`src/rtl/ldpc_fetch_pkg.sv`:
```
// Shared types and defaults for the LDPC codeword fetch block.
// Fetch sequencing states, parameter defaults and err bit positions.
package ldpc_fetch_pkg;

  localparam int WID_DEF  = 6;
  localparam int N_CW_DEF = 9216;
  localparam int AW_DEF   = 14;
  localparam int TMO_DEF  = 4095;

  localparam int ERR_TMO  = 2;
  localparam int ERR_OVR  = 1;
  localparam int ERR_DONE = 0;

  typedef enum logic [1:0] {
    IDLE = 2'd0,
    REQ  = 2'd1,
    FILL = 2'd2,
    FIN  = 2'd3
  } state_t;

endpackage

```
`src/rtl/ldpc_bank_ctrl.sv`:
```
// Ping-pong bank bookkeeping: which bank is filled next, which bank the decoder reads,
// and which banks currently hold a complete codeword.
module ldpc_bank_ctrl (
  input  logic clk,
  input  logic rst_n,
  input  logic fin,
  input  logic dec_done,
  output logic wr_bank,
  output logic wr_full,
  output logic rd_bank,
  output logic dec_vld,
  output logic done_err
);

  logic [1:0] bank_full;
  logic [1:0] full_nxt;

  assign dec_vld = bank_full[rd_bank];
  assign wr_full = bank_full[wr_bank];

  // Clear is applied before set, so a set on the same bank wins.
  always_comb begin
    full_nxt = bank_full;
    if (dec_done && dec_vld) full_nxt[rd_bank] = 1'b0;
    if (fin)                 full_nxt[wr_bank] = 1'b1;
  end

  always_ff @(posedge clk) begin
    if (!rst_n) begin
      bank_full <= 2'b00;
      wr_bank   <= 1'b0;
      rd_bank   <= 1'b0;
      done_err  <= 1'b0;
    end else begin
      bank_full <= full_nxt;
      if (fin) wr_bank <= ~wr_bank;
      if (dec_done) begin
        if (dec_vld) rd_bank  <= ~rd_bank;
        else         done_err <= 1'b1;
      end
    end
  end

  // A full bank is never refilled, so completing a fill can never hit the bank being freed.
  a_no_same_bank: assert property (@(posedge clk) disable iff (!rst_n)
    !(fin && dec_done && dec_vld && (wr_bank == rd_bank)));

endmodule

```
`src/rtl/ldpc_fetch.sv`:
```
// Requests codewords from the bit de-interleaver and writes them into a two-bank
// codeword SRAM, handing each completed bank to the LDPC decoder.
module ldpc_fetch import ldpc_fetch_pkg::*; #(
  parameter int WID  = WID_DEF,
  parameter int N_CW = N_CW_DEF,
  parameter int AW   = AW_DEF,
  parameter int TMO  = TMO_DEF
) (
  input  logic           clk,
  input  logic           rst_n,
  input  logic           bidin_rdy,
  input  logic           bidin_ena_out,
  input  logic [WID-1:0] bidin_dout,
  output logic           ldpc_req,
  output logic           ldpc_fin,
  output logic           buf_wr,
  output logic           buf_bank,
  output logic [AW-1:0]  buf_addr,
  output logic [WID-1:0] buf_din,
  output logic           dec_vld,
  output logic           dec_bank,
  input  logic           dec_done,
  output logic [7:0]     cw_cnt,
  output logic [2:0]     err
);

  localparam int IW = $clog2(TMO + 1);

  state_t        state, state_nxt;
  logic [AW-1:0] cnt;
  logic [IW-1:0] idle;
  logic          wr_bank, wr_full, fin, tmo_hit;
  logic          tmo_err, ovr_err, done_err;

  assign fin      = (state == FIN);
  assign buf_bank = buf_wr & wr_bank;

  always_comb begin
    err           = 3'b000;
    err[ERR_TMO]  = tmo_err;
    err[ERR_OVR]  = ovr_err;
    err[ERR_DONE] = done_err;
  end

  ldpc_bank_ctrl u_bank_ctrl (
    .clk      (clk),
    .rst_n    (rst_n),
    .fin      (fin),
    .dec_done (dec_done),
    .wr_bank  (wr_bank),
    .wr_full  (wr_full),
    .rd_bank  (dec_bank),
    .dec_vld  (dec_vld),
    .done_err (done_err)
  );

  // Write port is combinational from the incoming beat so the SRAM sees zero added latency.
  always_comb begin
    state_nxt = state;
    ldpc_req  = 1'b0;
    ldpc_fin  = 1'b0;
    buf_wr    = 1'b0;
    buf_addr  = '0;
    buf_din   = '0;
    tmo_hit   = 1'b0;
    unique case (state)
      IDLE: if (bidin_rdy && !wr_full) state_nxt = REQ;
      REQ: begin
        ldpc_req  = 1'b1;
        state_nxt = FILL;
      end
      FILL: begin
        if (bidin_ena_out) begin
          buf_wr   = 1'b1;
          buf_addr = cnt;
          buf_din  = bidin_dout;
          if (cnt == AW'(N_CW - 1)) state_nxt = FIN;
        end else if (idle == IW'(TMO - 1)) begin
          tmo_hit   = 1'b1;
          state_nxt = IDLE;
        end
      end
      FIN: begin
        ldpc_fin  = 1'b1;
        state_nxt = IDLE;
      end
      default: state_nxt = IDLE;
    endcase
  end

  always_ff @(posedge clk) begin
    if (!rst_n) begin
      state   <= IDLE;
      cnt     <= '0;
      idle    <= '0;
      cw_cnt  <= '0;
      tmo_err <= 1'b0;
      ovr_err <= 1'b0;
    end else begin
      state <= state_nxt;

      if (state == REQ)
        cnt <= '0;
      else if (buf_wr)
        cnt <= (cnt == AW'(N_CW - 1)) ? '0 : cnt + AW'(1);

      // Counts silent FILL cycles; the timeout fires on the TMO-th one.
      if (state != FILL || bidin_ena_out)
        idle <= '0;
      else if (idle != IW'(TMO))
        idle <= idle + IW'(1);

      if (fin) cw_cnt <= cw_cnt + 8'd1;
      if (tmo_hit) tmo_err <= 1'b1;
      if (bidin_ena_out && state != FILL) ovr_err <= 1'b1;
    end
  end

endmodule

```
`config.mk`:
```
export PLATFORM = sky130hd
export DESIGN_NAME = ldpc_fetch
export DESIGN_NICKNAME = d
export VERILOG_FILES = /design/src/rtl/ldpc_fetch_pkg.sv /design/src/rtl/ldpc_bank_ctrl.sv /design/src/rtl/ldpc_fetch.sv
export SDC_FILE = /design/constraint.sdc
export NUM_CORES = 1
export LEC_CHECK = 0
export BUFFER_PORTS_ARGS = -buffer_cell sky130_fd_sc_hd__buf_4
export CAP_MARGIN = 20
export CORE_ASPECT_RATIO = 2
export CORE_MARGIN = 3
export CORE_UTILIZATION = 48
export DETAILED_ROUTE_END_ITERATION = 7
export PLACE_DENSITY = 0.74
export RECOVER_POWER = 100
export SLEW_MARGIN = 20
export SYNTH_ARGS = -nofsm -noshare
export SYNTH_HDL_FRONTEND = slang
export SYNTH_SLANG_ARGS = --single-unit
```
`constraint.sdc`:
```
create_clock -name clk -period 1.4 [get_ports clk]
set_input_delay 0.28 -clock clk [delete_from_list [all_inputs] [get_ports clk]]
set_output_delay 0.28 -clock clk [all_outputs]
set_load 0.02 [all_outputs]
```
==> Word-level counts from Yosys, hierarchy flattened <==
Index checks and enable logic that the tools add are counted.
{ "word_totals": {"register_bits": 43, "output_inout_bits": 37} }
{ "classes": {"addsub": 3, "magnitude_cmp": 4, "eq_ne": 10, "n_mux": 27, "n_bitwise": 8, "reduce_logical": 13} }
{ "op_table": {"columns": ["operator", "n"], "rows": [
  ["two-way mux 14 bit", 3],
  ["adder 14 x 1 -> 14 bit, second input constant", 1],
  ["== test 14 bit, second input constant", 1],
  ["two-way mux 1 bit", 13],
  ["adder 12 x 1 -> 12 bit, second input constant", 1],
  ["== test 12 bit, second input constant", 1],
  ["two-way mux 2 bit", 6],
  ["two-way mux 6 bit", 2],
  ["inequality test 12 bit, second input constant", 1],
  ["adder 8 x 1 -> 8 bit, second input constant", 1],
  ["one-hot mux 2 bit (4 select lines)", 1],
  ["inequality test 3 bit, second input constant", 2],
  ["logical AND 1 bit", 5],
  ["== test 2 bit, second input constant", 2],
  ["less-than comparator 1 x 2 -> 1 bit, second input constant", 2],
  ["inequality test 2 bit, second input constant", 2],
  ["inverter 1 bit", 4],
  ["AND reduction 2 bit", 2],
  ["OR reduction 2 bit", 2],
  ["AND reduction 3 bit", 1],
  ["AND 2 bit", 1],
  ["demux 1 bit (select 1 bit)", 2],
  ["== test 2 x 1 -> 1 bit, second input constant", 1],
  [">= comparator 1 bit, second input constant", 2],
  ["6 further kinds", 6]
]} }

==> Longest topological paths before layout <==
Gate-level depths: netlist of run 1.
{ "logic_depth": {"word_depth": 9, "depth_mapped": 5} }

==> Hierarchy <==
A second synthesis of run 1 with hierarchy kept.
{ "unflattened": {"hier_cells": 251, "hier_area_um2": 2253.4} }
{ "by_module_without_submodules": {"columns": ["mod", "n_inst", "cells_per_inst", "area_each_um2", "seq_area_each_um2"], "rows": [
  ["ldpc_fetch", 1, 230, 2038.2, 760.7],
  ["ldpc_bank_ctrl", 1, 21, 215.2, 100.1]
]} }

==> Worst setup path after synthesis of run 1 <==
Ideal clock, no wire load.
{ "synth_timing": {"kind": "reg2out", "from": "register state[1]", "to": "output buf_addr[10]", "arrival_ns": 1.393, "required_time_ns": 1.120, "path_slack_ns": -0.273, "path_stages_with_launch": 5, "path_buffers": 1, "cell_sequence": "dfxtp_1 nand3b_1 clkinv_1 clkbuf_1 and2_1"} }
{ "synth_between": {"elab_chain_cells": 2} }
{ "synth_rtl": {"columns": ["element", "line", "rtl"], "rows": [
  ["from (decl)", "ldpc_fetch.sv:29", "state_t state, state_nxt;"],
  ["from (signal assigned)", "ldpc_fetch.sv:100", "state <= state_nxt;"],
  ["== test 2 bit", "ldpc_fetch.sv:66", "unique case (state)"],
  ["two-way mux 14 bit", "ldpc_fetch.sv:66", null],
  ["to (decl)", "ldpc_fetch.sv:18", "output logic [AW-1:0] buf_addr,"]
]} }
No other way between the ends.

==> Final worst setup path of run 1 <==
{ "layout_timing": {"from": "register state[0]", "to": "register cnt[13]"} }
{ "layout_between": {"elab_chain_cells": 2, "word_cells_on_any_way": 4, "classes_between": "eq/ne (2); mux (1); reduce/logical (1)"} }
{ "layout_rtl": {"columns": ["element", "line", "rtl"], "rows": [
  ["== test 2 bit or == test 2 x 1 -> 1 bit (tied branches)", "ldpc_fetch.sv:66, ldpc_fetch.sv:102", null],
  ["two-way mux 1 bit or OR reduction 2 bit (tied branches)", null, null],
  ["to (signal assigned)", "ldpc_fetch.sv:105", "cnt <= (cnt == AW'(N_CW - 1)) ? '0 : cnt + AW'(1);"],
  ["to (decl)", "ldpc_fetch.sv:30", "logic [AW-1:0] cnt;"]
]} }
Parallel ways exist; a longest one is shown, timed or not.
A chain may end at the register's enable or synchronous reset.

==> impl_metrics.yaml, run 1 <==
cells_and_area:
  multiInputGateArea_sq_um: 1505
  fill_cells: 235
  drive_above_1_share_pct: 54.22
  area_growth_pct: 67.70
  diodes: 0
  seqCellArea_sq_um: 882.1
  finalNetCount: 381
worst_setup_path:
  worstSetupPathType: "reg -> reg"
  r2r_start: "state[0]$_SDFFE_PN0P_"
  max_stage_delay_ns: 0.44
  r2r_end: "cnt[13]$_SDFFE_PP0P_"
  critPathSlowestCell: "or4_4"
  crit_path_start_kind: "flop"
  required_ns: 1.64
  cp.arrival_ns: 1.98
  endpoint_kind: "flop"
  r2r_cells: 5
  crit_chain: "buf_4 > nand4b_4 > or3_4 > or4_4 > a21oi_4"
  worst-path-max-fanout: 3
  r2r_setup_slack_ns: -0.34
timing:
  holdWs_ns: 0.2139
  timing.slew.headroom_pct: 63.77
  skew_ns: 0.01715
  fin_tns_setup_ns: -7.505
  hold_violations: 0
  clock.fmax_ghz: 0.5754
  rsz0062_at_grt: "true"
  slew_viol_final: 0
  setup_viol_count_final: 41
  period_minus_slack_ns: 1.738
  fin_crit_sh_pct: 124.1
  fin_ws_ns: -0.3379
  worst_slew_pin_slew_ns: 0.5385
power_and_ir_drop:
  power_uw: 2410
  power_leakage_uw: 0.001576
  vdd_drop_max_v: 0.001069
  power.density_nw_per_um2: 668.6
clock_network:
  clk_path_buf_depth: 2
  cts.clk_slew.worst_paths_ns: 0.10
  cts_made_buffers: 5
  htreeDepth: 2
  cts_root_buffer: "clkbuf_8"
  clk_latency_ns: 0.32
  tritoncts: "yes"
  clkSinkCount: 43
global_route:
  grt_pass1_wl_um: 10800
  grt_pass1_vias: 2346
  grt-ovfl-total: 0
  grt_usage_pct: 27.13
  antenna_found_initial: 0
  grt_max_degree: 17
die:
  core_area_sq_um: 4212
  ios: 48
  die_x_um: 53.32
  rows: 33
  start_util_pct: 51.04
  dieArea_sq_um: 5366
  die_y_um: 100.6
status:
  run_status: "finished, violations left"
  violations: "negative setup slack"
synthesis:
  syn_area_sq_um: 2150
  yosys_warnings: 0
  synth.area.top_cells: "dfxtp_1, nor2_1, and2_1"
  yosysSeqAreaShare_pct: 40.05
  synth_top_cell_by_area: "dfxtp_1"
  synth.avg_cell_area_sq_um: 8.564
  synth_fp_nets: 266
  synth_cells: 251
  async_flop_share_pct: 0
  synth_common_cells: "dfxtp_1, nor2_1, and2_1"
  synth_seq_cells: 43
  synthFlopType: "dfxtp_1"
  synth.distinct_cells: 43
  synth_edf_count: 0
  yosysTopAreaCellShare_pct: 40.05
  yosysMostFrequentCell: "dfxtp_1"
placed_design:
  dp_hpwl_um: 4357
  portBuffers: 47
  routabilityCongestion: 0.8081
drt:
  dr.pass1.iters: 4
  totalWireLength_um: 8247
  drcViolationCount: 0
  wl_per_cell_um: 19.68
  drt_iter0_drc: 65
  vias_per_cell: 5.811
  drtAntennaViolNets: 0
  vias: 2435
hold_path:
  hold_path.startpoint: "dec_done"
  hp-class: "in -> reg"
  hold_depth: 2
  hold-path-endpoint: "u_bank_ctrl.rd_bank$_SDFFE_PN0N_"
job:
  max_cap_violations: 0
[placed cells by master (no fill, tap or decap), types with 3 or more instances in the layout]
master	instances
a211oi_2	3
a21oi_1	9
and2_4	20
and3_1	4
buf_4	78
buf_6	33
clkbuf_8	6
dfxtp_1	28
dfxtp_2	14
inv_1	3
mux2i_1	3
nand2_1	16
nand2b_4	3
nand3_1	8
nand4_1	14
nor2_1	31
nor2_2	3
nor3_1	3
nor4_4	3
o21ai_0	3
xnor2_1	9
xor2_1	13
[cells by family (layout without fill, tap and decap cells)]
group                      count (synthesis)  after routing  share of synthesized area, %
buffers and inverters                     15            131                         3.201
xor gates and xnor gates                  22             22                         8.964
and+or+nand+nor                          132            132                         33.29
muxes                                      5              5                         2.445
adders and majority gates                  4              4                         2.328
AOI/OAI and AO/OA                         30             30                         9.721
DFF                                       43             43                         40.05
[repair_timing]
item                                   CTS  global route
resized for setup                       77            26
endpoints found under the hold margin    0             0
hold buffers                             0             0
setup endpoints to repair               42            53
setup buffers                           12             4
gates cloned                             1             2
pin swaps                               16            28
[routing by layer]
| layer | part of all wire [%] | GRT usage, % | vias up |
|---|---|---|---|
| met5 | 0 | 0 | - |
| met4 | 8.6 | 18.11 | 0 |
| met3 | 5.3 | 4.593 | 51 |
| met2 | 54 | 49.39 | 123 |
| met1 | 32 | 25.94 | 1146 |
| li1 | - | - | 1115 |
[registers in the layout, summed over array words and instances (netlist names)]
name	count
ovr_err	1
u_bank_ctrl.done_err	1
u_bank_ctrl.rd_bank	1
idle	12
cnt	14
state	2
u_bank_ctrl.wr_bank	1
cw_cnt	8
tmo_err	1
u_bank_ctrl.bank_full	2
[where the power goes]
| group | switching (uW) | internal, uW | leakage (uW) |
|---|---|---|---|
| Sequential | 11.8 | 1240 | 0.000355 |
| Clock | 484 | 403 | 0.0000474 |
| Combinational | 142 | 134 | 0.00117 |
[cell type report]
cell class	instances	area share [%]
clock buffers	6	2.291
clock inverters	2	0.4512
inverters	7	1.145
multi-input cells	193	41.76
flip-flops and latches	43	24.47
well taps	52	1.805
repair buffers	113	27.07
repair inverters	3	1.007
[stage by stage]
step           setup slack, ns  area [sq um]  utilization [%]  std cells
2_1_floorplan         -0.05014          2257                -        251
3_3_place_gp           -0.1086          3010            71.48        395
3_5_place_dp           -0.1643          3010            71.48        395
4_1_cts                -0.2084          3447            81.85        413
5_1_grt                -0.3530          3605            85.59        419
6_report               -0.3379          3605            85.59        419
[critical path, delay by kind of cell, from the launching register on]
family                 cells  cell delay, ns
AOI/OAI and AO/OA          1            0.22
buffers and inverters      1            0.14
DFF                        1            0.34
and+or+nand+nor            3            0.97
[worst max path at each step]
stage,start,endpoint,slack [ns],depth (start not counted)
floorplan,state[0]$_SDFFE_PN0P_,idle[3]$_SDFFE_PP0P_,-0.05,4
global placement,bidin_ena_out,cnt[13]$_SDFFE_PP0P_,-0.11,7
detailed placement,bidin_ena_out,cnt[13]$_SDFFE_PP0P_,-0.16,7
CTS,state[0]$_SDFFE_PN0P_,buf_addr[12],-0.21,5
global route,state[0]$_SDFFE_PN0P_,cnt[9]$_SDFFE_PP0P_,-0.35,6
finish,state[0]$_SDFFE_PN0P_,cnt[13]$_SDFFE_PP0P_,-0.34,5
Power figures use the tool's default switching activity.
==> run 2, diff against run 1 <==
--- a/config.mk
+++ b/config.mk
@@ -5,14 +5,15 @@
 export SDC_FILE = /design/constraint.sdc
 export NUM_CORES = 1
 export LEC_CHECK = 0
-export BUFFER_PORTS_ARGS = -buffer_cell sky130_fd_sc_hd__buf_4
 export CAP_MARGIN = 20
 export CORE_ASPECT_RATIO = 2
 export CORE_MARGIN = 3
-export CORE_UTILIZATION = 48
+export CORE_UTILIZATION = 62
 export DETAILED_ROUTE_END_ITERATION = 7
-export PLACE_DENSITY = 0.74
+export DONT_BUFFER_PORTS = 1
+export PLACE_DENSITY = 0.77
 export RECOVER_POWER = 100
+export SKIP_CTS_REPAIR_TIMING = 1
 export SLEW_MARGIN = 20
 export SYNTH_ARGS = -nofsm -noshare
 export SYNTH_HDL_FRONTEND = slang
==> constraint.sdc (replaced) <==
create_clock -name clk -period 1.75 [get_ports clk]
set_input_delay 0.35 -clock clk [delete_from_list [all_inputs] [get_ports clk]]
set_output_delay 0.35 -clock clk [all_outputs]
set_load 0.02 [all_outputs]
==> run 2 against run 1 <==
The flow now finishes without violations; cell area decreased by 32%; non-clock buffer count shrank 87; global-route usage decreased by 1.9 points; sequential cell count is the same; clock-buffer cell count decreased by 1; worst hold slack got worse by 0.066 ns; final cell count is 26% lower; clock skew down 0.0049 ns; critical endpoint is now buf_din[1]; routed wire length fell by 42%; combinational power down 67%.
==> impl_metrics.yaml, run 2 (synthesis gave the netlist of run 1 again) <==
status:
  run_status: "complete, no violations"
drt:
  totalWireLength_um: 4778
  drtAntennaViolNets: 0
  vias: 1871
  drcViolationCount: 0
  route.met3.wl_um: 203
  dr.pass1.iters: 4
  vias_per_cell: 6.075
  wl_met1_um: 1670
  top_layer_used: "met4"
  wl_per_cell_um: 15.51
  wl_met2_um: 2715
  drt_iter0_drc: 36
placed_design:
  portBuffers: 0
  dp_hpwl_um: 3651
  routabilityCongestion: 0.8425
  pre_cts_ws_ns: 0.1459
cells_and_area:
  largest_reg_flops: 14
  layout_common_cells: "dfxtp_1, nor2_1, buf_4"
  diodes: 0
  reg_top3: "cnt (14), idle (12), cw_cnt (8)"
  finalNetCount: 291
  fill_cells: 262
  top_register: "cnt"
  area_growth_pct: 14.14
  final_common_cell: "dfxtp_1"
  drive_above_1_share_pct: 20.94
worst_setup_path:
  endpoint_kind: "primary output"
  worstSetupPathType: "reg -> out"
  cp.arrival_ns: 1.33
  r2r_end: "idle[1]$_SDFFE_PP0P_"
  r2r_cells: 4
  crit_path_start_kind: "flop"
  required_ns: 1.40
  worst-path-max-fanout: 12
  r2r_start: "idle[3]$_SDFFE_PP0P_"
  r2r_setup_slack_ns: 0.14
clock_network:
  cts.clk_slew.worst_paths_ns: 0.10
  cts_made_buffers: 5
  clk_latency_ns: 0.30
  clk_path_buf_depth: 2
  clkSinkCount: 43
  tritoncts: "yes"
  cts_root_buffer: "clkbuf_8"
  htreeDepth: 2
power_and_ir_drop:
  vdd_drop_max_v: 0.0007056
  power_leakage_uw: 0.0009503
  power.density_nw_per_um2: 712.2
timing:
  hold_violations: 0
  skew_ns: 0.01227
  fin_ws_ns: 0.06784
  period_minus_slack_ns: 1.682
  worst_slew_pin_slew_ns: 0.5133
  fin_tns_setup_ns: 0
  setup_viol_count_final: 0
  timing.slew.headroom_pct: 65.78
  holdWs_ns: 0.1482
  slew_viol_final: 0
  clock.fmax_ghz: 0.5945
  rsz0062_at_grt: "true"
  fin_crit_sh_pct: 96.12
global_route:
  grt_pass1_vias: 1832
  grt-ovfl-total: 0
  antenna_found_initial: 0
  grt_pass1_wl_um: 7769
  grt_max_degree: 17
  grt_usage_pct: 25.19
die:
  rows: 29
  dieArea_sq_um: 4252
  die_x_um: 47.64
  die_y_um: 89.27
  start_util_pct: 65.82
  ios: 48
  core_area_sq_um: 3266
hold_path:
  hp-class: "in -> reg"
  hold_depth: 1
  hold-path-endpoint: "u_bank_ctrl.rd_bank$_SDFFE_PN0N_"
  hold_path.startpoint: "dec_done"
job:
  max_cap_violations: 0
-- run 2: changes by cell type in the layout (fill, tap and decap cells not counted), moves of 4 or more --
| cell | delta |
|---|---|
| dfxtp_2 | -12 |
| nor2_1 | +4 |
| buf_6 | -33 |
| nor4_1 | +4 |
| dfxtp_1 | +13 |
| and2_4 | -13 |
| and2_2 | +12 |
| buf_4 | -56 |
-- run 2: area by class of cell --
type / instances / area [sq um] / area share (%)
multi-input cells: 193 / 1252 / 51.05
flip-flops and latches: 43 / 863.3 / 35.19
repair buffers: 26 / 180.2 / 7.343
clock buffers: 5 / 68.82 / 2.805
well taps: 31 / 38.79 / 1.581
inverters: 7 / 26.28 / 1.071
clock inverters: 3 / 23.77 / 0.9689
-- run 2: worst max-delay path by stage --
stage | startpoint | end | slack (ns)
floorplan | state[1]$_SDFFE_PN0P_ | buf_addr[10] | 0.007
global placement | cnt[1]$_SDFFE_PP0P_ | cnt[12]$_SDFFE_PP0P_ | 0.17
detailed placement | state[1]$_SDFFE_PN0P_ | cnt[13]$_SDFFE_PP0P_ | 0.15
CTS | state[0]$_SDFFE_PN0P_ | buf_din[3] | -0.04
global route | state[0]$_SDFFE_PN0P_ | buf_din[0] | -0.03
finish | state[0]$_SDFFE_PN0P_ | buf_din[1] | 0.07
-- run 2: per-layer routing --
layer	vias up	global-route usage, %
met4	0	14.46
li1	935	-
met2	55	44.87
met1	864	25.38
met3	17	4.839
met5	-	0
-- run 2: power breakdown --
group	internal [uW]	switching [uW]	total, uW
clock network	285	365	650
logic	37.7	54.5	92.2
registers	989	16.1	1000
-- run 2: critical path, cell delays in order (launching register included) --
cell and delay (ns):
dfxtp_2 0.35, nand3b_1 0.18, inv_2 0.11, buf_4 0.17, and2_2 0.22
-- run 2: per-stage QoR --
step	instance area, sq um	total power, uW	utilization (%)	instances
after CTS	2434	1755	74.52	308
final	2454	1747	75.13	308
after global routing	2454	1816	75.13	308
after detailed placement	2341	1118	71.69	300
after global placement	2341	1118	71.69	300
after floorplan	2150	1092	-	251
